File: src/rtl/bin_to_7seg_scan_if.sv
// Value/control and display signal bundle for bin_to_7seg_scan.
// The master side supplies value and control; the slave side drives the display.
interface bin_to_7seg_scan_if #(
    parameter int WIDTH = 8
);
    logic [WIDTH-1:0] val;
    logic             load;
    logic             blank_lz;
    logic             busy;
    logic             ovf;
    logic [6:0]       seg;
    logic [7:0]       anodes;

    modport master (
        output val, load, blank_lz,
        input  busy, ovf, seg, anodes
    );

    modport slave (
        input  val, load, blank_lz,
        output busy, ovf, seg, anodes
    );
endinterface

File: src/rtl/bin_to_7seg_scan.sv
// Binary to BCD conversion (sequential double-dabble) feeding a multiplexed
// 8-anode 7-segment scanner with leading-zero blanking and overflow dashes.
module bin_to_7seg_scan #(
    parameter int WIDTH       = 8,
    parameter int DIGITS      = 4,
    parameter int REFRESH_DIV = 100000
) (
    input  logic                clk,
    input  logic                reset,
    bin_to_7seg_scan_if.slave   bus
);
    // Decimal digits needed for the largest WIDTH-bit value.
    function automatic int f_dec_digits(input int w);
        longint unsigned v;
        int              n;
        v = (64'd1 << w) - 64'd1;
        n = 0;
        for (int i = 0; i < 20; i++) begin
            if (v != 0) begin
                v = v / 10;
                n++;
            end
        end
        return n;
    endfunction

    function automatic logic [6:0] f_decode(input logic [3:0] d);
        case (d)
            4'd0:    return 7'b1000000;
            4'd1:    return 7'b1111001;
            4'd2:    return 7'b0100100;
            4'd3:    return 7'b0110000;
            4'd4:    return 7'b0011001;
            4'd5:    return 7'b0010010;
            4'd6:    return 7'b0000010;
            4'd7:    return 7'b1111000;
            4'd8:    return 7'b0000000;
            4'd9:    return 7'b0010000;
            default: return 7'h7F;
        endcase
    endfunction

    localparam int NIB_MIN = f_dec_digits(WIDTH);
    localparam int NIB     = (NIB_MIN > DIGITS) ? NIB_MIN : DIGITS;
    localparam int CNT_W   = $clog2(WIDTH + 1);
    localparam int REF_W   = $clog2(REFRESH_DIV);

    typedef enum logic [1:0] {S_IDLE, S_SHIFT, S_DONE} state_t;

    state_t              r_state, w_state_next;
    logic [WIDTH-1:0]    r_bin, w_bin_next;
    logic [4*NIB-1:0]    r_bcd, w_bcd_next, w_bcd_adj;
    logic [CNT_W-1:0]    r_cnt, w_cnt_next;
    logic                w_latch;
    logic                w_upper_nz;
    logic [4*DIGITS-1:0] r_disp;
    logic                r_ovf;

    logic [REF_W-1:0]    r_ref;
    logic [2:0]          r_scan;
    logic [3:0]          w_nibs [8];
    logic [7:0]          w_hi_zero;
    logic [6:0]          r_seg;
    logic [7:0]          r_anodes;

    genvar gi;
    generate
        for (gi = 0; gi < NIB; gi++) begin : g_adj
            assign w_bcd_adj[4*gi +: 4] = (r_bcd[4*gi +: 4] >= 4'd5) ?
                                          r_bcd[4*gi +: 4] + 4'd3 : r_bcd[4*gi +: 4];
        end

        if (NIB > DIGITS) begin : g_ovf
            assign w_upper_nz = |r_bcd[4*NIB-1:4*DIGITS];
        end else begin : g_no_ovf
            assign w_upper_nz = 1'b0;
        end

        // Per slot: the digit value and whether it and everything above it is zero.
        for (gi = 0; gi < 8; gi++) begin : g_slot
            if (gi < DIGITS) begin : g_on
                assign w_nibs[gi]    = r_disp[4*gi +: 4];
                assign w_hi_zero[gi] = (r_disp[4*DIGITS-1:4*gi] == '0);
            end else begin : g_off
                assign w_nibs[gi]    = 4'd0;
                assign w_hi_zero[gi] = 1'b1;
            end
        end
    endgenerate

    always_comb begin
        w_state_next = r_state;
        w_bin_next   = r_bin;
        w_bcd_next   = r_bcd;
        w_cnt_next   = r_cnt;
        w_latch      = 1'b0;
        case (r_state)
            S_IDLE: begin
                if (bus.load) begin
                    w_bin_next   = bus.val;
                    w_bcd_next   = '0;
                    w_cnt_next   = CNT_W'(WIDTH);
                    w_state_next = S_SHIFT;
                end
            end
            S_SHIFT: begin
                {w_bcd_next, w_bin_next} = {w_bcd_adj, r_bin} << 1;
                w_cnt_next = r_cnt - 1'b1;
                if (r_cnt == CNT_W'(1)) begin
                    w_state_next = S_DONE;
                end
            end
            S_DONE: begin
                w_latch      = 1'b1;
                w_state_next = S_IDLE;
            end
            default: w_state_next = S_IDLE;
        endcase
    end

    always_ff @(posedge clk) begin
        if (reset) begin
            r_state <= S_IDLE;
            r_bin   <= '0;
            r_bcd   <= '0;
            r_cnt   <= '0;
            r_disp  <= '0;
            r_ovf   <= 1'b0;
        end else begin
            r_state <= w_state_next;
            r_bin   <= w_bin_next;
            r_bcd   <= w_bcd_next;
            r_cnt   <= w_cnt_next;
            if (w_latch) begin
                r_disp <= r_bcd[4*DIGITS-1:0];
                r_ovf  <= w_upper_nz;
            end
        end
    end

    // Scan timing is free-running and independent of any conversion.
    always_ff @(posedge clk) begin
        if (reset) begin
            r_ref  <= '0;
            r_scan <= '0;
        end else if (r_ref == REF_W'(REFRESH_DIV - 1)) begin
            r_ref  <= '0;
            r_scan <= (r_scan == 3'(DIGITS - 1)) ? 3'd0 : r_scan + 3'd1;
        end else begin
            r_ref <= r_ref + 1'b1;
        end
    end

    always_ff @(posedge clk) begin
        if (reset) begin
            r_seg    <= 7'h7F;
            r_anodes <= 8'hFF;
        end else if (r_ovf) begin
            r_seg    <= 7'b0111111;
            r_anodes <= ~(8'd1 << r_scan);
        end else if (bus.blank_lz && (r_scan != 3'd0) && w_hi_zero[r_scan]) begin
            r_seg    <= 7'h7F;
            r_anodes <= 8'hFF;
        end else begin
            r_seg    <= f_decode(w_nibs[r_scan]);
            r_anodes <= ~(8'd1 << r_scan);
        end
    end

    assign bus.busy   = (r_state != S_IDLE);
    assign bus.ovf    = r_ovf;
    assign bus.seg    = r_seg;
    assign bus.anodes = r_anodes;
endmodule

File: src/flat_wrapper.sv
// flat-port wrapper written by rule: the top's interface ports become plain ports
module bin_to_7seg_scan_flat 
#(
    parameter int WIDTH       = 8,
    parameter int DIGITS      = 4,
    parameter int REFRESH_DIV = 100000
)
  (clk, reset, bus_val, bus_load, bus_blank_lz, bus_busy, bus_ovf, bus_seg, bus_anodes);
  bin_to_7seg_scan_if #(.WIDTH(WIDTH)) bus_i ();
  input  logic clk;
  input  logic reset;
  input wire logic [$bits(bus_i.val)-1:0] bus_val;
  input wire logic [$bits(bus_i.load)-1:0] bus_load;
  input wire logic [$bits(bus_i.blank_lz)-1:0] bus_blank_lz;
  output wire logic [$bits(bus_i.busy)-1:0] bus_busy;
  output wire logic [$bits(bus_i.ovf)-1:0] bus_ovf;
  output wire logic [$bits(bus_i.seg)-1:0] bus_seg;
  output wire logic [$bits(bus_i.anodes)-1:0] bus_anodes;
  assign bus_i.val = bus_val;
  assign bus_i.load = bus_load;
  assign bus_i.blank_lz = bus_blank_lz;
  assign bus_busy = bus_i.busy;
  assign bus_ovf = bus_i.ovf;
  assign bus_seg = bus_i.seg;
  assign bus_anodes = bus_i.anodes;
  bin_to_7seg_scan #(.WIDTH(WIDTH), .DIGITS(DIGITS), .REFRESH_DIV(REFRESH_DIV)) u_core (.clk(clk), .reset(reset), .bus(bus_i));
endmodule
File: config.mk
export PLATFORM = sky130hd
export DESIGN_NAME = bin_to_7seg_scan_flat
export DESIGN_NICKNAME = d
export VERILOG_FILES = /design/src/rtl/bin_to_7seg_scan_if.sv /design/src/rtl/bin_to_7seg_scan.sv /design/src/flat_wrapper.sv
export SDC_FILE = /design/constraint.sdc
export NUM_CORES = 1
export LEC_CHECK = 0
export BUFFER_PORTS_ARGS = -buffer_cell sky130_fd_sc_hd__buf_2
export CELL_PAD_IN_SITES_DETAIL_PLACEMENT = 0
export CELL_PAD_IN_SITES_GLOBAL_PLACEMENT = 2
export CORE_UTILIZATION = 35
export CTS_CLUSTER_DIAMETER = 60
export DETAILED_ROUTE_END_ITERATION = 10
export GPL_TIMING_DRIVEN = 0
export PLACE_DENSITY_LB_ADDON = 0.1
export SYNTH_ARGS = -nofsm -noshare
export SYNTH_HDL_FRONTEND = slang
export SYNTH_SLANG_ARGS = --single-unit
File: constraint.sdc
create_clock -name clk -period 2.2 [get_ports clk]
set_input_delay 0.44 -clock clk [delete_from_list [all_inputs] [get_ports clk]]
set_output_delay 0.44 -clock clk [all_outputs]
set_load 0.02 [all_outputs]
# [After elaboration in Yosys (flattened, before gate mapping)]
# Memory sizes are Yosys's and may differ from the RTL's. A register that Yosys moved wholly into a read port is not among the register bits.
# Cells that the tools add are included.
[totals] mem_bits_ro=112 regBits=74 elab_cells=66 memories=1 inputBits=12 out_inout_bits=17
[memory_table] name="(no name shown)" depth=16 width=7 rd=1 rd_ports_with_merged_regs=1 wr=0 line="bin_to_7seg_scan.sv:28" text="case (d)"
[classes] bitwise=2 reduce_logical=14 n_eq_ne=7 order_cmp=6 addsub=7 muxes=20 shifts=1
[op_table] cell="$pmux W16 S2" n=1
[op_table] cell="$mux W4" n=6
[op_table] cell="$add A17 B1 Y17 const B" n=1
[op_table] cell="$eq A17 B17 Y1 const B" n=1
[op_table] cell="$ge A4 B3 Y1 const B" n=4
[op_table] cell="$logic_not A16 Y1" n=1
[op_table] cell="$mux W16" n=1
[op_table] cell="$pmux W8 S2" n=1
[op_table] cell="$add A4 B2 Y4 const B" n=3
[op_table] cell="$bmux W4 S3" n=1
[op_table] cell="$logic_not A12 Y1" n=1
[op_table] cell="$logic_not A8 Y1" n=1
[op_table] cell="$mux W8" n=1
[op_table] cell="$not A8 Y8" n=1
[op_table] cell="$pmux W4 S2" n=1
[op_table] cell="$shl A1 B3 Y8 const A" n=1
[op_table] cell="$mux W3" n=2
[op_table] cell="$eq A4 B1 Y1 const B" n=1
[op_table] cell="$ge A4 B4 Y1 const B" n=1
[op_table] cell="$logic_not A4 Y1" n=1
[op_table] cell="$lt A3 B4 Y1 const B" n=1
[op_table] cell="$mux W2" n=2
[op_table] cell="$not A3 Y4" n=1
[op_table] cell="$pmux W2 S2" n=1
[op_table] cell="other kinds (16)" n=21

# [Logic depth before layout (Yosys ltp)]
# Gate-level depths: netlist of the first run.
[logic_depth] depth_word=5 mapped_depth=11

# [Worst setup path before layout of the first run]
# No wires, ideal clock.
[synth_timing] kind="flip-flop to flip-flop" start="register u_core.r_scan[0]" end="register u_core.r_seg[5], in the netlist u_core.bus.seg[5]" path_slack_ps=309 required_ps=2077 path_stages_with_launch=7 arrival_time_ps=1768 period_less_slack_ps=1891 path_cell_list="dfxtp_1 -> buf_6 -> mux4_1 -> nand2_1 -> inv_1 -> ha_1 -> a221o_2"
[synth_via] elab_chain_len=4 word_cells_on_any_way=10 classes_between="mux: 5; bitwise: 1; reduce/logical: 4"
[synth_lines] element="start: declaration" line="bin_to_7seg_scan.sv:60" text="logic [2:0] r_scan;"
[synth_lines] element="start signal: assignment" line="bin_to_7seg_scan.sv:148" text="r_scan <= (r_scan == 3'(DIGITS - 1)) ? 3'd0 : r_scan + 3'd1;"
[synth_lines] element="$bmux W1 S3, or another cell as far along" line="bin_to_7seg_scan.sv:161" text="end else if (bus.blank_lz && (r_scan != 3'd0) && w_hi_zero[r_scan]) begin"
[synth_lines] element="$mux W1 (not written as such), or another cell as far along" line="bin_to_7seg_scan.sv:161"
[synth_lines] element="$logic_and A1 B1 Y1 / $mux W4 (equally long branches)" line="bin_to_7seg_scan.sv:161, bin_to_7seg_scan.sv:165"
[synth_lines] element="$reduce_or A2 Y1 (no line) / $mux W4 (equally long branches)"
[synth_lines] element="end signal: assignment" line="bin_to_7seg_scan.sv:165" text="r_seg <= f_decode(w_nibs[r_scan]);"
[synth_lines] element="end: declaration" line="bin_to_7seg_scan.sv:63" text="logic [6:0] r_seg;"
# Parallel ways exist; a longest one is shown, timed or not. The select of a mux whose other input is x is not followed.
# A chain may end at the register's enable or synchronous reset.

# [Worst setup path in the final report of the first run]
[layout_timing] start="register u_core.r_state[0]" end="output bus_busy"
[layout_via] elab_chain_len=1
[layout_lines] element="start: declaration" line="bin_to_7seg_scan.sv:50" text="state_t r_state, w_state_next;"
[layout_lines] element="start signal: assignment" line="bin_to_7seg_scan.sv:130" text="r_state <= w_state_next;"
[layout_lines] element="$reduce_bool A2 Y1" line="bin_to_7seg_scan.sv:170" text="assign bus.busy = (r_state != S_IDLE);"
[layout_lines] element="end: declaration" line="flat_wrapper.sv:15" text="output wire logic [$bits(bus_i.busy)-1:0] bus_busy;"
# No other way between the ends.

==> run metrics, run 1 <==
status=complete, no violations; initial antenna violation count=0; Synth async-reset ratio=0%; WHS Endpoint=u_core.bus.anodes[6]; H-tree depth=3; RR Endpoint=u_core.r_bcd[3]; # IOs=29; Tmin final=between 2 and 2.5 ns; Worst setup SP type=flip-flop; CTS Sinks=between 80 and 90; crit-path max cell delay=between 0.4 and 0.5 ns; Synth Area in Simple Gates=21.01%; Worst slew margin=around three fifths; largest net degree at the start of global routing=20; GP Congestion=about 0.74; worst-skew pair later-pin latency=0.35 ns; number of global-route vias before repair=2943; CORE AREA=10460 sq um; Die Y=106.7 microns; YS warnings=0; DR vias=3077; PwrDens=679.8 nW/um^2; area share of xor/xnor cells in the synthesized design=5.024%; Post-synth EDFFs=0; final net count=around 520; placed cell count=612; DRT iter0 DRCs=80; layout cells sized above 1=13.85%; first-pass GRT wire length=14.70 mm; CP required=1.76 ns; final worst path period share=93.84%; critical path class=reg2out; Yosys cell types=47; Buf/Inv on CP=2; post-route ant nets=0; clk_skew=0.01440 ns; reg2reg setup slack=roughly 0.17 ns; Clock Tree Root=clkbuf_8; crit-path max FO=10; Cell Count, Final, Fillers Out=627; adder-cell share of the synthesized area=6.525%; fin util=a little over two fifths; Num CTS Buffers=9; cells along the critical path=clkbuf_1 > or2_2 > buf_2; CP Launch Point=u_core.r_state[0]; global route total overflow=0; CTS tree=done; slowest stage cell, crit path=dfxtp_1; area added between synthesis and finish=13.54%; cells after synthesis=451; Worst R2R Start=u_core.r_state[0]; syn avg cell area=between 8 and 9 sq um; Std-Cell Rows=37; worst hold path type=in2reg; dpl hpwl=6.391 mm; worst slack at placement=0.1073 ns; WL/cell=13.85 microns; GRT Total Usage=approximately 16%; routed wire length=8.684 mm; mux share of post-synthesis cell area=3.785%; most frequent cells in the layout=dfxtp_1, nor2_1, nand2_1; slew at the pin closest to its max-slew limit=0.6212 ns; cts-stage hold buffer count=0; largest family of logic cells by synthesized area=simple AND/OR/NAND/NOR gates; Vias/cell=4.907; DIE WIDTH=106.7 microns; Leak=1.636 nW; antenna cells=0; final hold vios=0; Slew Viols, Final=0; unrepaired setup endpoints after global routing=false; CTS Buffer Depth=2; ys flop type=dfxtp_1; Max Cap Viol=0; commonest non-fill, non-tap cell in the layout=dfxtp_1; R2R cell count=5; Synth Area in Compound Gates=15.43%; synthesized net count=about 480; TNS Setup=0 ns; nature of the critical path endpoint=primary output; final hold slack=0.3577 ns; worst hold stages=3; initial core utilization=36.65%; Max Fclk=0.4844 GHz; drc violations=0; CP delay by family, top=buffers and inverters; Seq/Total Area, Yosys=42.28%; min-delay src=bus_blank_lz; number of synthesized register bits=between 80 and 90; final setup fails=0; clk slew on worst S/H paths=~0.080 ns; Worst EP arrival=1.62 ns; DRT Pass-1 Iters=4; Port Buffers=25; worst setup slack after layout=0.1355 ns; IR Drop Worst-Case VDD=0.0003211 V; Die ar.=11380 sq um; synthesized cell area=approximately 3800 sq um
-- through the flow --
stage                     area [sq um]  power, mW
final                             4354      2.960
after global routing              4354      3.093
after CTS                         4345      2.996
after detailed placement          4130      1.781
after global placement            4130      1.780
after floorplan                   3835      1.707
-- tightest hold or removal path: cells and delay by family --
| kind | cells | cell delay (ns) |
|---|---|---|
| buffers and inverters | 1 | 0.10 |
| and+or+nand+nor | 2 | 0.13 |
-- flip-flops by register name, indices dropped and copies added, names as in the netlist --
| name | flops |
|---|---|
| u_core.r_cnt | 4 |
| u_core.r_state | 2 |
| u_core.r_ref | 17 |
| u_core.r_bin | 8 |
| u_core.bus.anodes | 8 |
| u_core.r_disp | 16 |
| u_core.r_bcd | 16 |
| u_core.bus.seg | 7 |
| u_core.r_scan | 3 |
-- area by class of cell --
cell class | instances | area, sq um
Fill cell | 1115 | 6108
Multi-Input combinational cell | 320 | 1989
Sequential cell | 81 | 1623
Tap cell | 136 | 170.2
Clock buffer | 10 | 137.6
Timing Repair Buffer | 26 | 132.6
Buffer | 24 | 127.6
Inverter | 25 | 93.84
Clock inverter | 5 | 80.08
-- how the worst max path moves through the flow --
stage                                   end  slack [ns]  cells after the start
after floorplan           u_core.bus.seg[5]        0.31                      6
after global placement      u_core.r_ref[8]        0.11                      8
after detailed placement    u_core.r_ref[4]        0.11                      8
after CTS                   u_core.r_ref[7]        0.08                      8
after global routing        u_core.r_bcd[3]       0.004                      5
final                              bus_busy        0.14                      3
-- power breakdown --
part	internal, mW	total (mW)	switching [mW]	leakage, nW
registers	1.50	1.53	0.0267	0.660
logic	0.0800	0.215	0.135	0.871
clock network	0.663	1.22	0.555	0.104
-- kinds of logic after synthesis --
group                      count (synthesis)
muxes                                      9
and+or+nand+nor                          177
adders and majority gates                 20
xor gates and xnor gates                  22
other                                      1
DFF                                       81
AOI/OAI and AO/OA                         91
buffers and inverters                     50
-- Yosys cell counts (all sizes together), types with 3 or more instances --
master,instances,area share [%]
o211ai,5,1.1
dfxtp,81,42
a21oi,42,5.5
a21o,7,1.4
nand4,4,0.65
xnor2,18,4.1
nor4,5,1.2
and2,3,0.52
nor3,10,1.3
and3,3,0.49
nand2b,8,1.3
a32oi,3,0.69
mux2i,4,1.0
or2,4,0.65
ha,20,6.5
clkbuf,20,2.2
nor2b,7,1.1
o221a,4,1.2
xor2,4,0.91
o21ai,12,1.6
inv,25,2.4
mux4,4,2.4
a22oi,7,1.4
nor2,66,6.5
nand2,55,5.4
nand3,8,1.0
a2111oi,3,0.69
buf,5,1.2
-- metal layers --
metal  up-vias  track usage (%)  wire length (microns)
li1       1605                -                      -
met1      1432            23.12                   4674
met2        29            25.16                   3669
met3        11            2.979                    211
met4         0            6.164                    128
met5         -                0                      0
-- timing repair --
item,in CTS,in global routing
endpoints found under the setup margin,1,11
buffers inserted,0,1
resized for setup,1,1
pin swaps,0,1
Note: power is estimated with default switching activity, not from simulation.
==> run 2, diff against run 1 <==
- REMOVE_ABC_BUFFERS: not set -> 1
==> run 2 against run 1 <==
Sequential power barely moved. Sequential share of layout area rose by 1.1 points. Setup slack improved by 0.036 ns. Non-clock buffer count fell by 22. Critical endpoint is now u_core.r_ref[15]. Maximum frequency rose by 1.8%. Sequential cell count did not move. Hold slack improved by 0.020 ns. Clock skew fell by 0.0028 ns. Wire length fell by 9.4%. Core utilization fell by 1.2 points.
==> run metrics, run 2 (same netlist as run 1, synthesis figures left out) <==
largest net degree at the start of global routing=53; CORE AREA=10460 sq um; highest routed layer=met4; Leak=1.580 nW; status=complete, no violations; DR WL met3=214 microns; placed cell count=590; Tmin final=~2.0 ns; IR Drop Worst-Case VDD=0.0002525 V; GP Congestion=approximately 0.74; area added between synthesis and finish=10.24%; final net count=between 400 and 500; critical path class=reg2reg; Cell Count, Final, Fillers Out=around 610; Slew Viols, Final=0; CTS tree=done; DRT iter0 DRCs=92; biggest regs=u_core.r_ref (17), u_core.r_bcd (16), u_core.r_disp (16); DIE WIDTH=roughly 110 microns; most frequent cells in the layout=dfxtp_1, nor2_1, nand2_1; CP Launch Point=u_core.r_ref[0]; Biggest register=u_core.r_ref; Worst setup SP type=flip-flop; antenna cells=0; post-route ant nets=0; clk_skew=between 0.01 and 0.015 ns; routed length on met1=3.905 mm; fillers=between 1000 and 1500; H-tree depth=3; initial core utilization=36.65%; routed wire length=7.870 mm; max FFs per register=17; PwrDens=664.7 nW/um^2; unrepaired setup endpoints after global routing=false; DRT Pass-1 Iters=4; WL/cell=12.99 microns; Die Y=106.7 microns; min-delay src=bus_blank_lz; Std-Cell Rows=37; R2R cell count=6; final setup fails=0; crit-path max cell delay=~0.4 ns; routed wl met2=3.631 mm; first-pass GRT wire length=between 10 and 15 mm; slowest stage cell, crit path=nor4_4; cells along the critical path=ha_1 > and4_1 > nand2_1 > nor4_4 > or2_2 > nor2_1; TNS Setup=0 ns; DR vias=about 3000; final hold vios=0; CTS Sinks=81; CTS Buffer Depth=2; post-CTS resize count=2; number of global-route vias before repair=2866; final worst path period share=92.22%; worst-skew pair later-pin latency=0.35 ns; Vias/cell=slightly below 5; # IOs=29; Port Buffers=27; Num CTS Buffers=9; commonest non-fill, non-tap cell in the layout=dfxtp_1; Max Cap Viol=0; dpl hpwl=5.288 mm; Clock Tree Root=clkbuf_8; Worst slew margin=34.82%; # Post-CTS Setup Buffers=0; slew at the pin closest to its max-slew limit=0.9777 ns; Worst EP arrival=between 2 and 2.5 ns; Die ar.=11380 sq um; GRT Total Usage=15.03%; Worst R2R Start=u_core.r_ref[0]; global route total overflow=0; layout cells sized above 1=between 10% and 20%; worst hold path type=in2reg; nature of the critical path endpoint=flip-flop; crit-path max FO=17; initial antenna violation count=0; cts-stage hold buffer count=0; final hold slack=0.3778 ns; worst hold stages=3; drc violations=0; clk slew on worst S/H paths=approximately 0.080 ns; Max Fclk=0.4929 GHz; CP required=2.42 ns
==> run 2: cell count changes in the layout (fill, tap and decap cells not counted) <==
| cell | previous run | this run |
|---|---|---|
| o21bai_1 | 2 | 1 |
| buf_4 | 4 | 0 |
| clkbuf_8 | 11 | 10 |
| clkinv_2 | 1 | 2 |
| nor2b_1 | 7 | 5 |
| o21bai_2 | 0 | 1 |
| nor2b_2 | 0 | 2 |
| clkbuf_1 | 17 | 1 |
| buf_6 | 2 | 1 |
| clkbuf_2 | 1 | 0 |
| buf_2 | 25 | 27 |
| bufinv_16 | 2 | 1 |
==> run 2: final timing paths <==
path | end | slack [ns]
worst max-delay path | u_core.r_ref[15] | 0.17
worst min-delay path | u_core.bus.anodes[4] | 0.38
worst max register to register | u_core.r_ref[15] | 0.17
worst min register to register | u_core.r_ref[0] | 0.44
==> run 2: area by class of cell <==
cell class / count / area [sq um] / share of cell area (%)
clock buffer: 11 / 141.4 / 3.344
clock inverter: 5 / 55.05 / 1.302
inverter: 25 / 93.84 / 2.220
multi-input combinational: 320 / 1998 / 47.26
sequential: 81 / 1623 / 38.38
tap: 136 / 170.2 / 4.025
timing repair buffer: 28 / 146.4 / 3.463
==> run 2: layer usage <==
| metal | track usage [%] | up-vias |
|---|---|---|
| li1 | - | 1552 |
| met1 | 19.69 | 1417 |
| met2 | 23.82 | 35 |
| met3 | 3.708 | 10 |
| met4 | 5.577 | 0 |
| met5 | 0 | - |
==> run 2: worst max-delay path, delay by kind of cell, from the launching register on <==
family	cells	cell delay, ns
AND/OR/NAND/NOR	5	1.32
flip-flops	1	0.35
adder cells (fa/ha/maj)	1	0.22
==> run 2: metrics by stage <==
step	area, sq um	power [mW]	utilization [%]	worst slack (ns)
3_5_place_dp	4028	1.760	38.50	0.004150
5_1_grt	4228	2.953	40.41	0.007045
2_1_floorplan	3705	1.680	-	0.2232
3_3_place_gp	4010	1.753	38.33	-0.3757
4_1_cts	4228	2.865	40.41	0.1478
6_report	4228	2.810	40.41	0.1712
==> run 2: report_power, final <==
group | leakage (nW) | switching [mW] | total, mW | internal, mW
Clock | 0.0953 | 0.537 | 1.09 | 0.552
Sequential | 0.660 | 0.0322 | 1.53 | 1.50
Combinational | 0.825 | 0.115 | 0.189 | 0.0732
Total | 1.58 | 0.684 | 2.81 | 2.13
